--- src/rtl/order_pkg.sv ---
// Shared types and constants for the order message packer.
// Holds order/trade/stock enums, type bytes and stock ASCII codes.
package order_pkg;

    typedef enum logic [1:0] {
        ORD_ADD     = 2'd0,
        ORD_CANCEL  = 2'd1,
        ORD_EXECUTE = 2'd2,
        ORD_ILLEGAL = 2'd3
    } order_t;

    typedef enum logic {
        TRADE_BUY  = 1'b0,
        TRADE_SELL = 1'b1
    } trade_t;

    typedef enum logic [1:0] {
        STOCK_AAPL  = 2'd0,
        STOCK_AMZN  = 2'd1,
        STOCK_GOOGL = 2'd2,
        STOCK_MSFT  = 2'd3
    } stock_t;

    localparam logic [7:0] TYPE_BYTE_ADD     = 8'h41;
    localparam logic [7:0] TYPE_BYTE_CANCEL  = 8'h58;
    localparam logic [7:0] TYPE_BYTE_EXECUTE = 8'h45;

    localparam logic [63:0] SYM_AAPL  = 64'h4141504C20202020;
    localparam logic [63:0] SYM_AMZN  = 64'h414D5A4E20202020;
    localparam logic [63:0] SYM_GOOGL = 64'h474F4F474C202020;
    localparam logic [63:0] SYM_MSFT  = 64'h4D53465420202020;

    localparam int PAYLOAD_WORDS = 9;

    function automatic logic [7:0] type_byte(input order_t t);
        logic [7:0] b;
        b = 8'h00;
        unique case (t)
            ORD_ADD:     b = TYPE_BYTE_ADD;
            ORD_CANCEL:  b = TYPE_BYTE_CANCEL;
            ORD_EXECUTE: b = TYPE_BYTE_EXECUTE;
            default:     b = 8'h00;
        endcase
        return b;
    endfunction

endpackage

--- src/rtl/stock_sym_encoder.sv ---
// Stock symbol to 64-bit space-padded ASCII code.
// Purely combinational lookup.
module stock_sym_encoder
    import order_pkg::*;
(
    input  stock_t      stock,
    output logic [63:0] sym
);

    // select the ASCII code for the registered stock
    always_comb begin
        sym = SYM_AAPL;
        unique case (stock)
            STOCK_AAPL:  sym = SYM_AAPL;
            STOCK_AMZN:  sym = SYM_AMZN;
            STOCK_GOOGL: sym = SYM_GOOGL;
            STOCK_MSFT:  sym = SYM_MSFT;
            default:     sym = SYM_AAPL;
        endcase
    end

endmodule

--- src/rtl/order_msg_packer.sv ---
// Packs one order into a stream of fixed-layout message words.
// Optional checksum word enabled by ORDER_PACKER_CHECKSUM_EN.
module order_msg_packer
    import order_pkg::*;
#(
    parameter int REG_WIDTH = 32,
    parameter int NUM_WORDS = 9
) (
    input  logic                 i_clk,
    input  logic                 i_reset,
    input  logic                 i_valid,
    output logic                 o_ready,
    input  logic [1:0]           i_order_type,
    input  logic [1:0]           i_stock_symbol,
    input  logic [REG_WIDTH-1:0] i_order_id,
    input  logic [REG_WIDTH-1:0] i_price,
    input  logic [REG_WIDTH-1:0] i_quantity,
    input  logic                 i_trade_type,
    input  logic [63:0]          i_curr_time,
    input  logic [15:0]          i_locate_code,
    input  logic [15:0]          i_tracking_number,
    output logic [REG_WIDTH-1:0] o_word,
    output logic [3:0]           o_word_idx,
    output logic                 o_word_valid,
    input  logic                 i_word_ready,
    output logic                 o_last,
    output logic                 o_err
);

`ifdef ORDER_PACKER_CHECKSUM_EN
    typedef enum logic [1:0] {IDLE, SEND, CHK} state_t;
`else
    typedef enum logic [1:0] {IDLE, SEND} state_t;
`endif

    localparam logic [3:0] LAST_PAY = 4'(NUM_WORDS - 1);

    state_t state_q, state_d;
    logic [3:0] idx_q, idx_d;
    logic err_q, err_d;
    logic load;

    order_t               type_q;
    stock_t               stock_q;
    trade_t               side_q;
    logic [REG_WIDTH-1:0] oid_q;
    logic [REG_WIDTH-1:0] price_q;
    logic [REG_WIDTH-1:0] qty_q;
    logic [47:0]          time_q;
    logic [15:0]          loc_q;
    logic [15:0]          trk_q;

    logic [63:0] sym;
    logic [63:0] oid64;
    logic [31:0] qty32;
    logic [31:0] words [PAYLOAD_WORDS];
    logic [15:0] unused_time;

    assign unused_time = i_curr_time[63:48];
    assign oid64 = 64'(oid_q);
    assign qty32 = 32'(qty_q);

    stock_sym_encoder u_sym (
        .stock (stock_q),
        .sym   (sym)
    );

`ifdef ORDER_PACKER_CHECKSUM_EN
    logic [31:0] chk_word;

    // fold all payload words into the trailing checksum word
    always_comb begin
        chk_word = '0;
        for (int k = 0; k < PAYLOAD_WORDS; k++) begin
            chk_word = chk_word ^ words[k];
        end
    end
`endif

    // lay out the full message from the captured order fields
    always_comb begin
        for (int k = 0; k < PAYLOAD_WORDS; k++) begin
            words[k] = '0;
        end
        words[0] = {trk_q[7:0], loc_q, type_byte(type_q)};
        words[1] = {time_q[23:0], trk_q[15:8]};
        words[2] = {oid64[7:0], time_q[47:24]};
        words[3] = oid64[39:8];
        words[4][23:0] = oid64[63:40];
        unique case (type_q)
            ORD_ADD: begin
                words[4][31:24] = (side_q == TRADE_SELL) ? 8'h01 : 8'h00;
                words[5] = qty32;
                words[6] = sym[31:0];
                words[7] = sym[63:32];
                words[8] = 32'(price_q);
            end
            ORD_CANCEL: begin
                words[4][31:24] = sym[7:0];
                words[5] = sym[39:8];
                words[6][23:0] = sym[63:40];
            end
            ORD_EXECUTE: begin
                words[4][31:24] = qty32[7:0];
                words[5] = {sym[7:0], qty32[31:8]};
                words[6] = sym[39:8];
                words[7][23:0] = sym[63:40];
            end
            default: ;
        endcase
    end

    // next state, word index and output handshake
    always_comb begin
        state_d      = state_q;
        idx_d        = idx_q;
        err_d        = 1'b0;
        load         = 1'b0;
        o_ready      = 1'b0;
        o_word_valid = 1'b0;
        o_last       = 1'b0;
        o_word       = '0;
        unique case (state_q)
            IDLE: begin
                o_ready = 1'b1;
                if (i_valid) begin
                    load = 1'b1;
                    if (i_order_type == 2'd3) begin
                        err_d = 1'b1;
                    end else begin
                        state_d = SEND;
                        idx_d   = '0;
                    end
                end
            end
            SEND: begin
                o_word_valid = 1'b1;
                o_word       = REG_WIDTH'(words[idx_q]);
`ifndef ORDER_PACKER_CHECKSUM_EN
                o_last       = (idx_q == LAST_PAY);
`endif
                if (i_word_ready) begin
                    if (idx_q == LAST_PAY) begin
`ifdef ORDER_PACKER_CHECKSUM_EN
                        state_d = CHK;
                        idx_d   = idx_q + 4'd1;
`else
                        state_d = IDLE;
                        idx_d   = '0;
`endif
                    end else begin
                        idx_d = idx_q + 4'd1;
                    end
                end
            end
`ifdef ORDER_PACKER_CHECKSUM_EN
            CHK: begin
                o_word_valid = 1'b1;
                o_last       = 1'b1;
                o_word       = REG_WIDTH'(chk_word);
                if (i_word_ready) begin
                    state_d = IDLE;
                    idx_d   = '0;
                end
            end
`endif
            default: begin
                state_d = IDLE;
                idx_d   = '0;
            end
        endcase
    end

    assign o_word_idx = idx_q;
    assign o_err      = err_q;

    // state register, word index and error pulse
    always_ff @(posedge i_clk) begin
        if (i_reset) begin
            state_q <= IDLE;
            idx_q   <= '0;
            err_q   <= 1'b0;
        end else begin
            state_q <= state_d;
            idx_q   <= idx_d;
            err_q   <= err_d;
        end
    end

    // capture the order fields at the accepting edge
    always_ff @(posedge i_clk) begin
        if (i_reset) begin
            type_q  <= ORD_ADD;
            stock_q <= STOCK_AAPL;
            side_q  <= TRADE_BUY;
            oid_q   <= '0;
            price_q <= '0;
            qty_q   <= '0;
            time_q  <= '0;
            loc_q   <= '0;
            trk_q   <= '0;
        end else if (load) begin
            type_q  <= order_t'(i_order_type);
            stock_q <= stock_t'(i_stock_symbol);
            side_q  <= trade_t'(i_trade_type);
            oid_q   <= i_order_id;
            price_q <= i_price;
            qty_q   <= i_quantity;
            time_q  <= i_curr_time[47:0];
            loc_q   <= i_locate_code;
            trk_q   <= i_tracking_number;
        end
    end

endmodule

--- config.mk ---
export PLATFORM = sky130hd
export DESIGN_NAME = order_msg_packer
export DESIGN_NICKNAME = d
export VERILOG_FILES = /design/src/rtl/order_pkg.sv /design/src/rtl/stock_sym_encoder.sv /design/src/rtl/order_msg_packer.sv
export SDC_FILE = /design/constraint.sdc
export NUM_CORES = 1
export LEC_CHECK = 0
export ABC_AREA = 1
export CAP_MARGIN = 5
export CORE_MARGIN = 2
export CORE_UTILIZATION = 51
export CTS_BUF_LIST = sky130_fd_sc_hd__clkbuf_4 sky130_fd_sc_hd__clkbuf_8
export CTS_CLUSTER_SIZE = 30
export DETAILED_ROUTE_END_ITERATION = 10
export PLACE_DENSITY = 0.94
export SYNTH_ARGS = -nofsm -noshare
export SYNTH_HDL_FRONTEND = slang
export SYNTH_SLANG_ARGS = --single-unit
--- constraint.sdc ---
create_clock -name i_clk -period 2.45 [get_ports i_clk]
set_clock_uncertainty 0.2 [all_clocks]
set_input_delay 0.6125 -clock i_clk [delete_from_list [all_inputs] [get_ports i_clk]]
set_output_delay 0.6125 -clock i_clk [all_outputs]
set_load 0.02 [all_outputs]
==> Yosys cells after proc, flatten, opt, wreduce, memory -nomap -nowiden <==
Cells that the tools add are included.
{ "word_totals": {"out_inout_bits": 40, "inputBits": 201, "regBits": 188, "elab_cells": 65} }
{ "classes": {"n_addsub": 1, "n_reduce_logical": 6, "n_lt_le_gt_ge": 1, "eq_ne": 12, "bitwise_logic": 3, "n_mux": 30} }
{ "op_table": {"columns": ["op", "n"], "rows": [
  ["64-bit one-hot mux with 4 select lines", 1],
  ["32-bit binary-select mux with 4-bit select", 1],
  ["32-bit two-way mux", 4],
  ["32-bit one-hot mux with 3 select lines", 1],
  ["24-bit one-hot mux with 3 select lines", 1],
  ["24-bit one-hot mux with 2 select lines", 1],
  ["8-bit one-hot mux with 3 select lines", 1],
  ["7-bit one-hot mux with 3 select lines", 1],
  ["4-bit two-way mux", 4],
  ["8-bit one-hot mux with 2 select lines", 1],
  ["2-bit == test, second input constant", 4],
  ["2-bit two-way mux", 4],
  ["8-bit two-way mux", 1],
  ["2-bit != test, second input constant", 4],
  ["4-bit one-hot mux with 2 select lines", 1],
  ["1-bit two-way mux", 7],
  ["2-bit by 1-bit == test with 1-bit output, second input constant", 3],
  ["2-bit logical NOT", 3],
  ["5-bit greater-or-equal comparator, second input constant", 1],
  ["4-bit NOT with 5-bit output", 1],
  ["4-bit by 1-bit adder with 4-bit output, second input constant", 1],
  ["4-bit == test, second input constant", 1],
  ["2-bit one-hot mux with 2 select lines", 1],
  ["4-bit AND reduction", 1],
  ["3 further kinds", 4]
]} }

==> Longest topological paths before layout <==
Gate-level depths: netlist of the first run.
{ "depth": {"ltp_word": 7, "ltp_mapped": 12, "mapped_depth_nobuf": 12} }

==> Hierarchy <==
From an unflattened synthesis of the first run, not the netlist that was laid out.
{ "unflattened": {"hier_cells": 1732, "area_unflattened_um2": 10659.0} }
{ "by_module_without_submodules": {"columns": ["mod", "cells_per_inst", "area_each_um2", "seq_area_each_um2", "n_inst"], "rows": [
  ["order_msg_packer", 1659, 10124.7, 3743.6, 1],
  ["stock_sym_encoder", 73, 534.3, 0.0, 1]
]} }

==> Least setup slack after synthesis of the first run <==
No wires, ideal clock.
{ "synth_timing": {"kind": "flip-flop to output port", "startpoint": "register idx_q[3] (netlist: o_word_idx[3])", "endpoint": "output o_word[10]", "path_buffers": 2, "arrival_time_ps": 1641, "path_slack_ps": -3, "path_stages_with_launch": 9, "t_required_ps": 1637, "path_cell_list": "dfxtp_1 -> buf_4 -> inv_2 -> nor2_2 -> nand3_1 -> inv_2 -> buf_2 -> nand2_1 -> a21oi_1"} }
{ "synth_via": {"elab_chain_len": 5} }
{ "synth_lines": {"columns": ["element", "line", "text"], "rows": [
  ["start: declaration", "order_msg_packer.sv:39", "logic [3:0] idx_q, idx_d;"],
  ["start signal: assignment", "order_msg_packer.sv:185", "idx_q <= idx_d;"],
  ["4-bit NOT with 5-bit output (not written as such)", "order_msg_packer.sv:138", "o_word = REG_WIDTH'(words[idx_q]);"],
  ["32-bit binary-select mux with 4-bit select", "order_msg_packer.sv:138", null],
  ["32-bit two-way mux (not written as such) (2 in series)", "order_msg_packer.sv:138", null],
  ["32-bit two-way mux", "order_msg_packer.sv:123", "unique case (state_q)"],
  ["end: declaration", "order_msg_packer.sv:22", "output logic [REG_WIDTH-1:0] o_word,"]
]} }
No other way between the ends. The select of a mux whose other input is x is not followed.

==> Worst setup path in the final report of the first run <==
{ "layout_timing": {"startpoint": "register idx_q[0] (netlist: o_word_idx[0])", "endpoint": "output o_word[26]"} }
Same word-level chain as after synthesis.

==> results.yml, run 1 <==
floorplanning:
  floorplan.rows: 49
  ioPinCount: 241
  floorplan.core_area_um2: 17900
  dieHeight_um: 139
  floorplan.initialDensity_pct: 51.7
  chipWidth_um: 139
  dieArea_um2: 19300
setup_path:
  startpoint_type: "register"
  worstPathArrival_ns: 2.25
  endpoint_kind: "primary output"
  critical_path.slowest_cell: "sky130_fd_sc_hd__dfxtp_4"
  timing.critical_path.cells: "buf_8, clkinv_8, buf_6, nand2_1, nand2_1, nand2_2, o21ai_2, nand2_1, nor2_2, nor2_1, nor2_1, buf_4"
  crit_buf_inv: 4
  crit_fanout: 5
  library_cell_appearing_most_often_on_the_critical_path: "sky130_fd_sc_hd__nand2_1"
  largest_incremental_delay_on_the_critical_path_ns: 0.39
  crit_required_ns: 1.64
  crit_family: "simple AND/OR/NAND/NOR gates"
  criticalPathCategory: "register to primary output"
drt:
  wl_per_cell_um: 20.1
  post-route-drc-count: 0
  met1Wirelength_mm: 15.2
  wl_mm: 39.7
  detail_route.vias_per_cell: 5.90
  met3_length_mm: 3.97
  dr.max_layer_used: "met4"
  drt-pass1-iter-count: 7
  num_vias: 11600
  drt_iter0_markers: 1579
  met2RoutedLength_mm: 18.5
  count_of_nets_left_with_antenna_violations_after_detail_routing: 0
place:
  placement.io_buffers: 224
  routabilityCongestion: 0.994
  hpwl_reported_at_the_end_of_detailed_placement_mm: 26.7
  postPlaceCellArea_um2: 12600
  numPlacedInstances: 1910
clock_network:
  clk_path_buf_depth: 2
  cts_hold_buf: 0
  cts_tree: "built"
  number_of_cts_inserted_buffers: 17
  clkSlewWorstSetupHoldPaths_ns: 0.12
  clk_latency_ns: 0.49
  clockRootBuffer: "sky130_fd_sc_hd__clkbuf_8"
  cts.sinks: 187
  cts_max_level: 4
pwr:
  internal_power_mw: 5.46
  power.clock.fraction_pct: 26.3
  p_switching_mw: 3.09
  switching_share_pct: 36.1
  pwr_density_cell_nw_per_um2: 599
  p_seq_share_pct: 40.8
  power.total_mw: 8.55
  p_leak_nw: 5.90
  power.share.combinational_pct: 32.9
  worst_ir_drop_vdd_uv: 404
sta:
  finalHoldViolations: 0
  max_slew_margin_pct: 68.2
  worst_pin_slew_ns: 0.472
  final_setup_fails: 33
  final_critical_path_setup_slack_ns: -0.609
  timing.fmax_mhz: 327
  finalSetupTns_ns: -17.02
  period_minus_slack_ns: 3.06
  report.final.slew_viol_count: 0
  grt_setup_unrepaired: "yes"
  timing.final.crit_share_pct: 125
final_layout:
  n_antenna_cell: 0
  seq_area_um2: 3760
  finish.net_count: 1940
  stdcell_count: 1973
  multi_input_comb_area_um2: 5500
  fin_area_um2: 14300
  fillCellCount: 1167
  final_util_pct: 79.6
  final_layout_size_suffix_gt1_share_pct: 24.1
  area_growth_pct: 53.9
synth:
  post_synth_inst_count: 1434
  synthTopCellsByArea: "sky130_fd_sc_hd__dfxtp_1 (40%), sky130_fd_sc_hd__nor2_1 (12%), sky130_fd_sc_hd__nand2_1 (12%)"
  netlist.top_cell.by_area: "sky130_fd_sc_hd__dfxtp_1"
  async_flop_share_pct: 0
  synth_top_area_share_pct: 40.4
  synth_most_common_cell: "sky130_fd_sc_hd__nor2_1"
  synthesized_area_per_cell_um2: 6.46
  synth_flop_cell: "sky130_fd_sc_hd__dfxtp_1"
  synth_seq_area_share_pct: 40.4
  total_of_warnings_raised_by_yosys: 0
  synth_cell_types: 29
  synth_fp_nets: 1643
  syn_area_um2: 9260
  synth_enable_flop_cells: 0
  postSynthRegisterBits: 187
  yosys-top-cells-count: "sky130_fd_sc_hd__nor2_1 (298), sky130_fd_sc_hd__nand2_1 (285), sky130_fd_sc_hd__o21ai_0 (205), sky130_fd_sc_hd__dfxtp_1 (187), sky130_fd_sc_hd__nand3_1 (111)"
status:
  status: "finished, violations left"
  failed_checks: "negative setup slack"
grt:
  grt_overflow_total: 0
  grt_max_degree: 84
  groute.usage.overall_pct: 38.6
  number_of_antenna_violations_at_the_first_check_in_global_routing: 0
  grt_first_pass_wirelength_mm: 58.6
  first_global_vias: 10800
min_path:
  timing.hold.worst.class: "register to register"
flow_run:
  maxCapViolCount: 0
[per-layer routing]
| metal | GRT usage, % | vias up |
|---|---|---|
| li1 | - | 5260 |
| met1 | 50.6 | 5431 |
| met2 | 63.1 | 776 |
| met3 | 6.32 | 177 |
| met4 | 17.2 | 0 |
| met5 | 0 | - |
[cells by family (layout without fill, tap and decap cells)]
logic type | after synthesis | after routing | synth area share [%]
and+or+nand+nor | 719 | 719 | 31.4
adders and majority gates | 8 | 8 | 1.08
DFF | 187 | 187 | 40.4
buffers and inverters | 176 | 486 | 8.09
AOI/OAI and AO/OA | 344 | 344 | 19.0
[tightest hold or removal path: stages (launching register included)]
cell                      delay (ns)
sky130_fd_sc_hd__dfxtp_1        0.31
sky130_fd_sc_hd__inv_1          0.06
sky130_fd_sc_hd__a21oi_1        0.06
[state kept, by name, indices dropped and copies added, names as in the netlist]
signal / count
side_q: 1
price_q: 32
stock_q: 2
time_q: 48
o_err: 1
oid_q: 32
state_q: 1
loc_q: 16
o_word_idx: 4
qty32: 32
trk_q: 16
type_q: 2
[power by group through the flow]
stage	registers, mW	clock network (mW)	logic (mW)
after floorplan	3.48	0	1.17
after global placement	3.51	0	2.21
after detailed placement	3.53	0	2.25
after CTS	3.46	2.23	2.55
after global routing	3.50	2.36	2.96
final	3.48	2.25	2.81
[cell type report]
| type | count | area share, % |
|---|---|---|
| clock inverter | 14 | 1.33 |
| clock buffer | 18 | 1.74 |
| sequential | 187 | 26.4 |
| timing repair buffer | 385 | 27.9 |
| tap | 229 | 2.01 |
| inverter | 69 | 2.12 |
| multi-input combinational | 1071 | 38.5 |
[stage by stage]
step | hold WS [ns] | worst slack [ns]
floorplan | 0.230 | 0.0157
global placement | 0.237 | -0.614
detailed placement | 0.245 | -0.618
CTS | 0.262 | -0.506
global route | 0.279 | -0.626
finish | 0.263 | -0.609
[cell usage in the layout, fill, tap and decap left out, types with 5 or more instances in the layout]
| master | netlist | routed |
|---|---|---|
| sky130_fd_sc_hd__a21oi_1 | 107 | 59 |
| sky130_fd_sc_hd__a21oi_2 | 0 | 42 |
| sky130_fd_sc_hd__a21oi_4 | 0 | 6 |
| sky130_fd_sc_hd__buf_12 | 0 | 27 |
| sky130_fd_sc_hd__buf_4 | 9 | 117 |
| sky130_fd_sc_hd__buf_6 | 1 | 41 |
| sky130_fd_sc_hd__buf_8 | 0 | 5 |
| sky130_fd_sc_hd__clkbuf_8 | 0 | 18 |
| sky130_fd_sc_hd__clkdlybuf4s50_1 | 0 | 186 |
| sky130_fd_sc_hd__clkinv_8 | 0 | 6 |
| sky130_fd_sc_hd__dfxtp_1 | 187 | 180 |
| sky130_fd_sc_hd__inv_1 | 56 | 51 |
| sky130_fd_sc_hd__inv_2 | 10 | 9 |
| sky130_fd_sc_hd__inv_6 | 0 | 5 |
| sky130_fd_sc_hd__nand2_1 | 285 | 233 |
| sky130_fd_sc_hd__nand2_2 | 4 | 49 |
| sky130_fd_sc_hd__nand2_4 | 1 | 6 |
| sky130_fd_sc_hd__nand3_1 | 111 | 73 |
| sky130_fd_sc_hd__nand3_2 | 1 | 37 |
| sky130_fd_sc_hd__nor2_1 | 298 | 291 |
| sky130_fd_sc_hd__nor2_2 | 3 | 6 |
| sky130_fd_sc_hd__nor2_4 | 2 | 6 |
| sky130_fd_sc_hd__nor3_1 | 10 | 10 |
| sky130_fd_sc_hd__o211ai_1 | 13 | 13 |
| sky130_fd_sc_hd__o21ai_0 | 205 | 197 |
| sky130_fd_sc_hd__o21ai_1 | 17 | 15 |
| sky130_fd_sc_hd__o21ai_2 | 0 | 9 |
[worst paths after layout]
kind / from / end / slack, ns / cells after the start
worst min-delay path: loc_q[4]$_SDFFE_PP0P_ / loc_q[4]$_SDFFE_PP0P_ / 0.26 / 2
worst max-delay path: o_word_idx[0]$_SDFFE_PP0P_ / o_word[26] / -0.61 / 12
worst max register to register: state_q[0]$_SDFFE_PP0P_ / o_word_idx[2]$_SDFFE_PP0P_ / 0.32 / 9
worst min register to register: loc_q[4]$_SDFFE_PP0P_ / loc_q[4]$_SDFFE_PP0P_ / 0.26 / 2
[timing repair]
item / in CTS / in global routing
setup buffers: 22 / 8
pin swaps: 50 / 33
gates resized for setup: 337 / 93
setup endpoints to repair: 37 / 35
cloned: 3 / 2
Power figures use the tool's default switching activity.
==> inputs of run 2 (changes only) <==
--- a/config.mk
+++ b/config.mk
@@ -5,14 +5,13 @@
 export SDC_FILE = /design/constraint.sdc
 export NUM_CORES = 1
 export LEC_CHECK = 0
-export ABC_AREA = 1
 export CAP_MARGIN = 5
 export CORE_MARGIN = 2
-export CORE_UTILIZATION = 51
+export CORE_UTILIZATION = 36
 export CTS_BUF_LIST = sky130_fd_sc_hd__clkbuf_4 sky130_fd_sc_hd__clkbuf_8
 export CTS_CLUSTER_SIZE = 30
 export DETAILED_ROUTE_END_ITERATION = 10
-export PLACE_DENSITY = 0.94
+export PLACE_DENSITY = 0.73
 export SYNTH_ARGS = -nofsm -noshare
 export SYNTH_HDL_FRONTEND = slang
 export SYNTH_SLANG_ARGS = --single-unit
==> run 2 against run 1 <==
Net effect:
- the run still ends with negative setup slack left
- utilization shrank 21 points
- highest routed layer unchanged
- critical path depth shrank 5
- area after synthesis shrank 2.3%
==> results.yml, run 2 <==
status:
  status: "finished, violations left"
  failed_checks: "negative setup slack"
setup_path:
  ff2ff_setup_slack_ns: 0.19
  criticalPathCategory: "register to primary output"
  worstPathArrival_ns: 2.31
  library_cell_appearing_most_often_on_the_critical_path: "sky130_fd_sc_hd__buf_4"
  largest_incremental_delay_on_the_critical_path_ns: 0.41
  startpoint_type: "register"
  critical_path_cell_count: 7
  timing.critical_path.cells: "buf_4, buf_6, buf_12, mux2_2, o21ai_0, o21ai_1, buf_4"
  crit_fanout: 7
  crit_required_ns: 1.64
  crit_buf_inv: 4
  endpoint_kind: "primary output"
  rr_startpoint: "o_word_idx[0]$_SDFFE_PP0P_"
  worst_r2r_path_depth: 14
  crit-reg2reg-capture: "o_word_idx[2]$_SDFFE_PP0P_"
  critical_path.slowest_cell: "sky130_fd_sc_hd__dfxtp_4"
  crit_family: "buffers and inverters"
flow_run:
  maxCapViolCount: 0
pwr:
  internal_power_mw: 5.08
  p_switching_mw: 2.18
  switching_share_pct: 30.0
  p_seq_share_pct: 46.4
  power.clock.fraction_pct: 29.5
  p_leak_nw: 5.58
  worst_ir_drop_vdd_uv: 294
  power.share.combinational_pct: 24.0
  pwr_density_cell_nw_per_um2: 492
grt:
  grt_overflow_total: 0
  number_of_antenna_violations_at_the_first_check_in_global_routing: 0
  first_global_vias: 9440
  grt_max_degree: 85
  grt_first_pass_wirelength_mm: 52.9
  groute.usage.overall_pct: 26.1
min_path:
  hold_path_end: "oid_q[16]$_SDFFE_PP0P_"
  timing.hold.worst.class: "register to register"
  min-delay-start: "oid_q[16]$_SDFFE_PP0P_"
  hold-path-cell-count: 2
final_layout:
  layout_commonest_cell: "sky130_fd_sc_hd__nand2_1"
  final_cell_mix: "sky130_fd_sc_hd__nand2_1 (399), sky130_fd_sc_hd__a21oi_1 (201), sky130_fd_sc_hd__clkdlybuf4s50_1 (184)"
  fillCellCount: 2220
  largest_register_ffs: 48
  finish.net_count: 1773
  area_growth_pct: 63.1
  max_flop_register: "time_q"
  final_layout_size_suffix_gt1_share_pct: 29.1
  n_antenna_cell: 0
  stdcell_count: 1907
synth:
  synth.area.mux_share_pct: 8.55
  synthTopCellsByArea: "sky130_fd_sc_hd__dfxtp_1 (41%), sky130_fd_sc_hd__nand2_1 (17%), sky130_fd_sc_hd__a21oi_1 (12%)"
  synth_enable_flop_cells: 0
  total_of_warnings_raised_by_yosys: 0
  synth_fp_nets: 1421
  yosys-top-cells-count: "sky130_fd_sc_hd__nand2_1 (413), sky130_fd_sc_hd__a21oi_1 (222), sky130_fd_sc_hd__dfxtp_1 (187), sky130_fd_sc_hd__clkbuf_1 (73), sky130_fd_sc_hd__o21ai_0 (53)"
  main_combinational_cell_family_by_area_after_synthesis: "compound AO/OA/AOI/OAI gates"
  syn_area_um2: 9050
  post_synth_xor_area_fraction_pct: 0
  synth_flop_cell: "sky130_fd_sc_hd__dfxtp_1"
  synthesized_area_per_cell_um2: 7.47
  async_flop_share_pct: 0
  synth-compound-area-share_pct: 22.5
  post_synth_inst_count: 1212
  postSynthRegisterBits: 187
  synth_seq_area_share_pct: 41.4
  synth_simple_gate_area_share_pct: 20.9
  synth_cell_types: 51
  synth_top_area_share_pct: 41.4
  netlist.top_cell.by_area: "sky130_fd_sc_hd__dfxtp_1"
  synth-adder-area-share_pct: 1.11
  synth_most_common_cell: "sky130_fd_sc_hd__nand2_1"
sta:
  grt_setup_unrepaired: "yes"
  period_minus_slack_ns: 3.12
  final_setup_fails: 33
  finalHoldViolations: 0
  report.final.slew_viol_count: 0
  worst_pin_slew_ns: 0.538
  timing.fmax_mhz: 320
  max_slew_margin_pct: 64.2
  final_critical_path_setup_slack_ns: -0.673
  timing.final.crit_share_pct: 127
place:
  placement.setup.worst_slack_ns: -0.749
  hpwl_reported_at_the_end_of_detailed_placement_mm: 26.1
  numPlacedInstances: 1816
  routabilityCongestion: 0.991
  placement.io_buffers: 224
floorplanning:
  dieArea_um2: 26400
  floorplan.initialDensity_pct: 36.2
  floorplan.rows: 58
  ioPinCount: 241
  chipWidth_um: 163
  dieHeight_um: 163
  floorplan.core_area_um2: 25000
clock_network:
  number_of_cts_inserted_buffers: 17
  cts_max_level: 4
  clk_latency_ns: 0.48
  clk_path_buf_depth: 2
  clockRootBuffer: "sky130_fd_sc_hd__clkbuf_8"
  cts.sinks: 187
  clkSlewWorstSetupHoldPaths_ns: 0.09
  cts_tree: "built"
drt:
  post-route-drc-count: 0
  wl_per_cell_um: 18.7
  detail_route.vias_per_cell: 5.28
  count_of_nets_left_with_antenna_violations_after_detail_routing: 0
  drt_iter0_markers: 781
  num_vias: 10100
  wl_mm: 35.6
  drt-pass1-iter-count: 5
## run 2: changes by cell type after synthesis, sizes merged, moves of 12 or more
cell	delta
nor2	-279
o21ai	-169
nand2	+123
a21oi	+115
nand3	-102
inv	-60
mux2i	+48
a22oi	+17
buf	-15
clkbuf	+13
o211ai	-12
## run 2: stage by stage
step	util [%]	setup TNS, ns	instance area, um^2	hold slack, ns	total power [mW]
global route	59.1	-19.59	14800	0.278	7.55
floorplan	-	-0.110	9120	0.233	4.06
finish	59.1	-17.26	14800	0.257	7.26
CTS	57.2	-17.05	14300	0.258	7.17
detailed placement	50.8	-18.49	12700	0.243	4.86
global placement	50.8	-18.67	12700	0.239	4.85
## run 2: how the worst max path moves through the flow
stage / start / endpoint / slack (ns)
detailed placement: type_q[1]$_SDFFE_PP0P_ / o_word[2] / -0.75
global placement: type_q[1]$_SDFFE_PP0P_ / o_word[2] / -0.83
floorplan: stock_q[0]$_SDFFE_PP0P_ / o_word[19] / -0.08
CTS: o_word_idx[0]$_SDFFE_PP0P_ / o_word[26] / -0.64
global route: o_word_idx[0]$_SDFFE_PP0P_ / o_word[26] / -0.70
finish: o_word_idx[0]$_SDFFE_PP0P_ / o_word[11] / -0.67
## run 2: kinds of logic after synthesis
| family | Yosys count |
|---|---|
| compound gates | 356 |
| fa+ha+maj | 8 |
| buf+inv | 115 |
| mux | 66 |
| simple gates | 480 |
| flops | 187 |
## run 2: per-layer routing
metal,wire length [um],track usage [%],vias up,part of all wire (%)
met4,953,8.53,0,2.7
met5,0,0,-,0
li1,-,-,4856,-
met1,15900,36.7,4705,45
met3,2980,4.89,53,8.3
met2,15800,40.6,452,44
## run 2: power groups by stage
stage | sequential [mW] | clock (mW) | combinational [mW]
after detailed placement | 3.43 | 0 | 1.44
after floorplan | 3.38 | 0 | 0.681
after CTS | 3.36 | 2.18 | 1.64
after global placement | 3.42 | 0 | 1.43
after global routing | 3.39 | 2.29 | 1.86
final | 3.37 | 2.14 | 1.75
## run 2: final cells by class
type                            instances  area, um^2  share of cell area, %
Multi-Input combinational cell        910        5710                   38.7
Tap cell                              330         413                   2.80
Clock inverter                         14         159                   1.08
Clock buffer                           18         241                   1.64
Sequential cell                       187        3760                   25.5
Inverter                               10        57.6                  0.390
Timing Repair Buffer                  438        4420                   29.9
## run 2: worst min-delay path: stages, from the launching register on
cell	delay, ns
sky130_fd_sc_hd__dfxtp_1	0.32
sky130_fd_sc_hd__nand2_1	0.05
sky130_fd_sc_hd__a21oi_1	0.05
## run 2: repair_timing
item,CTS,global route
endpoints found under the hold margin,0,0
endpoints found under the setup margin,39,38
pin swaps,69,47
setup buffers,52,15
hold buffers,0,0
gates cloned,2,2
gates resized for setup,407,85
==> inputs of run 3 (changes only) <==
--- a/config.mk
+++ b/config.mk
@@ -7,11 +7,11 @@
 export LEC_CHECK = 0
 export CAP_MARGIN = 5
 export CORE_MARGIN = 2
-export CORE_UTILIZATION = 36
+export CORE_UTILIZATION = 50
 export CTS_BUF_LIST = sky130_fd_sc_hd__clkbuf_4 sky130_fd_sc_hd__clkbuf_8
 export CTS_CLUSTER_SIZE = 30
 export DETAILED_ROUTE_END_ITERATION = 10
-export PLACE_DENSITY = 0.73
+export PLACE_DENSITY = 0.93
 export SYNTH_ARGS = -nofsm -noshare
 export SYNTH_HDL_FRONTEND = slang
 export SYNTH_SLANG_ARGS = --single-unit
==> run 3 against run 2 <==
Net effect:
- the flow still finishes with violations (negative setup slack)
- sequential power barely moved
- final cell count fell by 7.0%
- cell area fell by 4.2%
- setup slack improved by 0.039 ns
- critical path depth rose by 1
- sequential share of layout area rose by 1.2 points
- die area fell by 27%
- hold slack improved by 0.0021 ns
- combinational power fell by 5%
- total power fell by 0.97%
==> results.yml, run 3 (same netlist as run 2, synthesis figures left out) <==
clock_network:
  clockRootBuffer: "sky130_fd_sc_hd__clkbuf_8"
  cts_max_level: 4
  cts_tree: "built"
  clk_path_buf_depth: 2
  clkSlewWorstSetupHoldPaths_ns: 0.10
  number_of_cts_inserted_buffers: 17
  cts.sinks: 187
  clk_latency_ns: 0.48
pwr:
  p_leak_nw: 5.38
  p_seq_share_pct: 47.0
  switching_share_pct: 30.2
  p_switching_mw: 2.17
  power.clock.fraction_pct: 29.9
  power.share.combinational_pct: 23.1
  power.total_mw: 7.19
  pwr_density_cell_nw_per_um2: 509
  internal_power_mw: 5.02
  worst_ir_drop_vdd_uv: 352
grt:
  grt_first_pass_wirelength_mm: 54.0
  grt_max_degree: 95
  groute.usage.overall_pct: 35.8
  grt_overflow_total: 0
  first_global_vias: 9961
  number_of_antenna_violations_at_the_first_check_in_global_routing: 0
final_layout:
  final_layout_size_suffix_gt1_share_pct: 26.6
  max_flop_register: "time_q"
  largest_register_ffs: 48
  finish.net_count: 1740
  n_antenna_cell: 0
  final_cell_mix: "sky130_fd_sc_hd__nand2_1 (402), sky130_fd_sc_hd__a21oi_1 (208), sky130_fd_sc_hd__clkdlybuf4s50_1 (184)"
  fillCellCount: 1109
  area_growth_pct: 56.2
  multi_input_comb_area_um2: 5580
  seq_area_um2: 3770
  layout_commonest_cell: "sky130_fd_sc_hd__nand2_1"
place:
  routabilityCongestion: 0.980
  placement.io_buffers: 224
  hpwl_reported_at_the_end_of_detailed_placement_mm: 25.0
floorplanning:
  chipWidth_um: 139
  floorplan.initialDensity_pct: 50.7
  dieHeight_um: 139
  ioPinCount: 241
  floorplan.rows: 49
  floorplan.core_area_um2: 17800
  dieArea_um2: 19200
setup_path:
  crit_required_ns: 1.64
  largest_incremental_delay_on_the_critical_path_ns: 0.53
  startpoint_type: "register"
  crit_fanout: 6
  critical_path.slowest_cell: "sky130_fd_sc_hd__or4_4"
  crit_buf_inv: 3
  criticalPathCategory: "register to primary output"
  timing.critical_path.cells: "buf_6, buf_12, nand2b_1, o22ai_1, nor3_1, or4_4, a21oi_4, buf_6"
  crit_family: "simple AND/OR/NAND/NOR gates"
  worstPathArrival_ns: 2.27
  endpoint_kind: "primary output"
  library_cell_appearing_most_often_on_the_critical_path: "sky130_fd_sc_hd__buf_6"
sta:
  timing.final.crit_share_pct: 126
  timing.fmax_mhz: 324
  finalSetupTns_ns: -17.30
  worst_pin_slew_ns: 0.492
  final_critical_path_setup_slack_ns: -0.634
  report.final.slew_viol_count: 0
  grt_setup_unrepaired: "yes"
  period_minus_slack_ns: 3.08
  final_setup_fails: 33
  max_slew_margin_pct: 67.2
  finalHoldViolations: 0
drt:
  drt-pass1-iter-count: 9
  count_of_nets_left_with_antenna_violations_after_detail_routing: 0
  drt_iter0_markers: 1386
  detail_route.vias_per_cell: 5.98
  wl_per_cell_um: 20.5
  wl_mm: 36.3
  post-route-drc-count: 0
  num_vias: 10600
flow_run:
  maxCapViolCount: 0
status:
  failed_checks: "negative setup slack"
  status: "finished, violations left"
min_path:
  timing.hold.worst.class: "register to register"
## run 3: routing by layer
layer	up-vias	global-route usage [%]	share of wire (%)	routed length, um
met5	-	0	0	0
met1	4975	47.3	39	14200
met3	134	7.24	10	3680
met4	0	15.8	4.4	1590
li1	4787	-	-	-
met2	709	56.9	46	16900
## run 3: path summary, 6_finish.rpt
path                                     end  depth (start not counted)  slack (ns)                       start
setup / recovery                  o_word[24]                          8       -0.63  o_word_idx[0]$_SDFFE_PP0P_
hold / removal        loc_q[11]$_SDFFE_PP0P_                          2        0.26      loc_q[11]$_SDFFE_PP0P_
setup reg to reg  o_word_idx[2]$_SDFFE_PP0P_                         11        0.27  o_word_idx[0]$_SDFFE_PP0P_
hold reg to reg       loc_q[11]$_SDFFE_PP0P_                          2        0.26      loc_q[11]$_SDFFE_PP0P_
## run 3: cell type report
| cell class | count | area share [%] |
|---|---|---|
| Clock buffer | 19 | 1.76 |
| Inverter | 10 | 0.319 |
| Clock inverter | 13 | 1.08 |
| Tap cell | 229 | 2.03 |
| Sequential cell | 187 | 26.7 |
| Timing Repair Buffer | 405 | 28.7 |
| Multi-Input combinational cell | 910 | 39.5 |
## run 3: stage by stage
step	cell area [um^2]	worst slack [ns]	utilization [%]	cells	hold WS [ns]
6_report	14100	-0.634	79.2	1773	0.259
4_1_cts	13600	-0.596	76.2	1757	0.261
3_3_place_gp	12400	-0.734	69.7	1702	0.239
3_5_place_dp	12400	-0.750	69.7	1702	0.244
2_1_floorplan	9120	-0.0843	-	1212	0.233
5_1_grt	14100	-0.666	79.2	1773	0.282
## run 3: timing repair
| item | CTS | global route |
|---|---|---|
| endpoints found under the setup margin | 39 | 33 |
| buffers inserted | 25 | 18 |
| gates cloned | 2 | 3 |
| resized for setup | 344 | 83 |
| pin swaps | 42 | 39 |
| hold buffers | 0 | 0 |
## run 3: tightest hold or removal path, cell delays in order (launching register included)
cell and delay (ns):
sky130_fd_sc_hd__dfxtp_1 0.32, sky130_fd_sc_hd__nand2_1 0.05, sky130_fd_sc_hd__a21oi_1 0.05
## run 3: power by group through the flow
stage / sequential [mW] / combinational [mW] / clock [mW]
floorplan: 3.38 / 0.681 / 0
global placement: 3.42 / 1.36 / 0
detailed placement: 3.43 / 1.38 / 0
CTS: 3.36 / 1.53 / 2.14
global route: 3.39 / 1.75 / 2.26
finish: 3.38 / 1.66 / 2.15
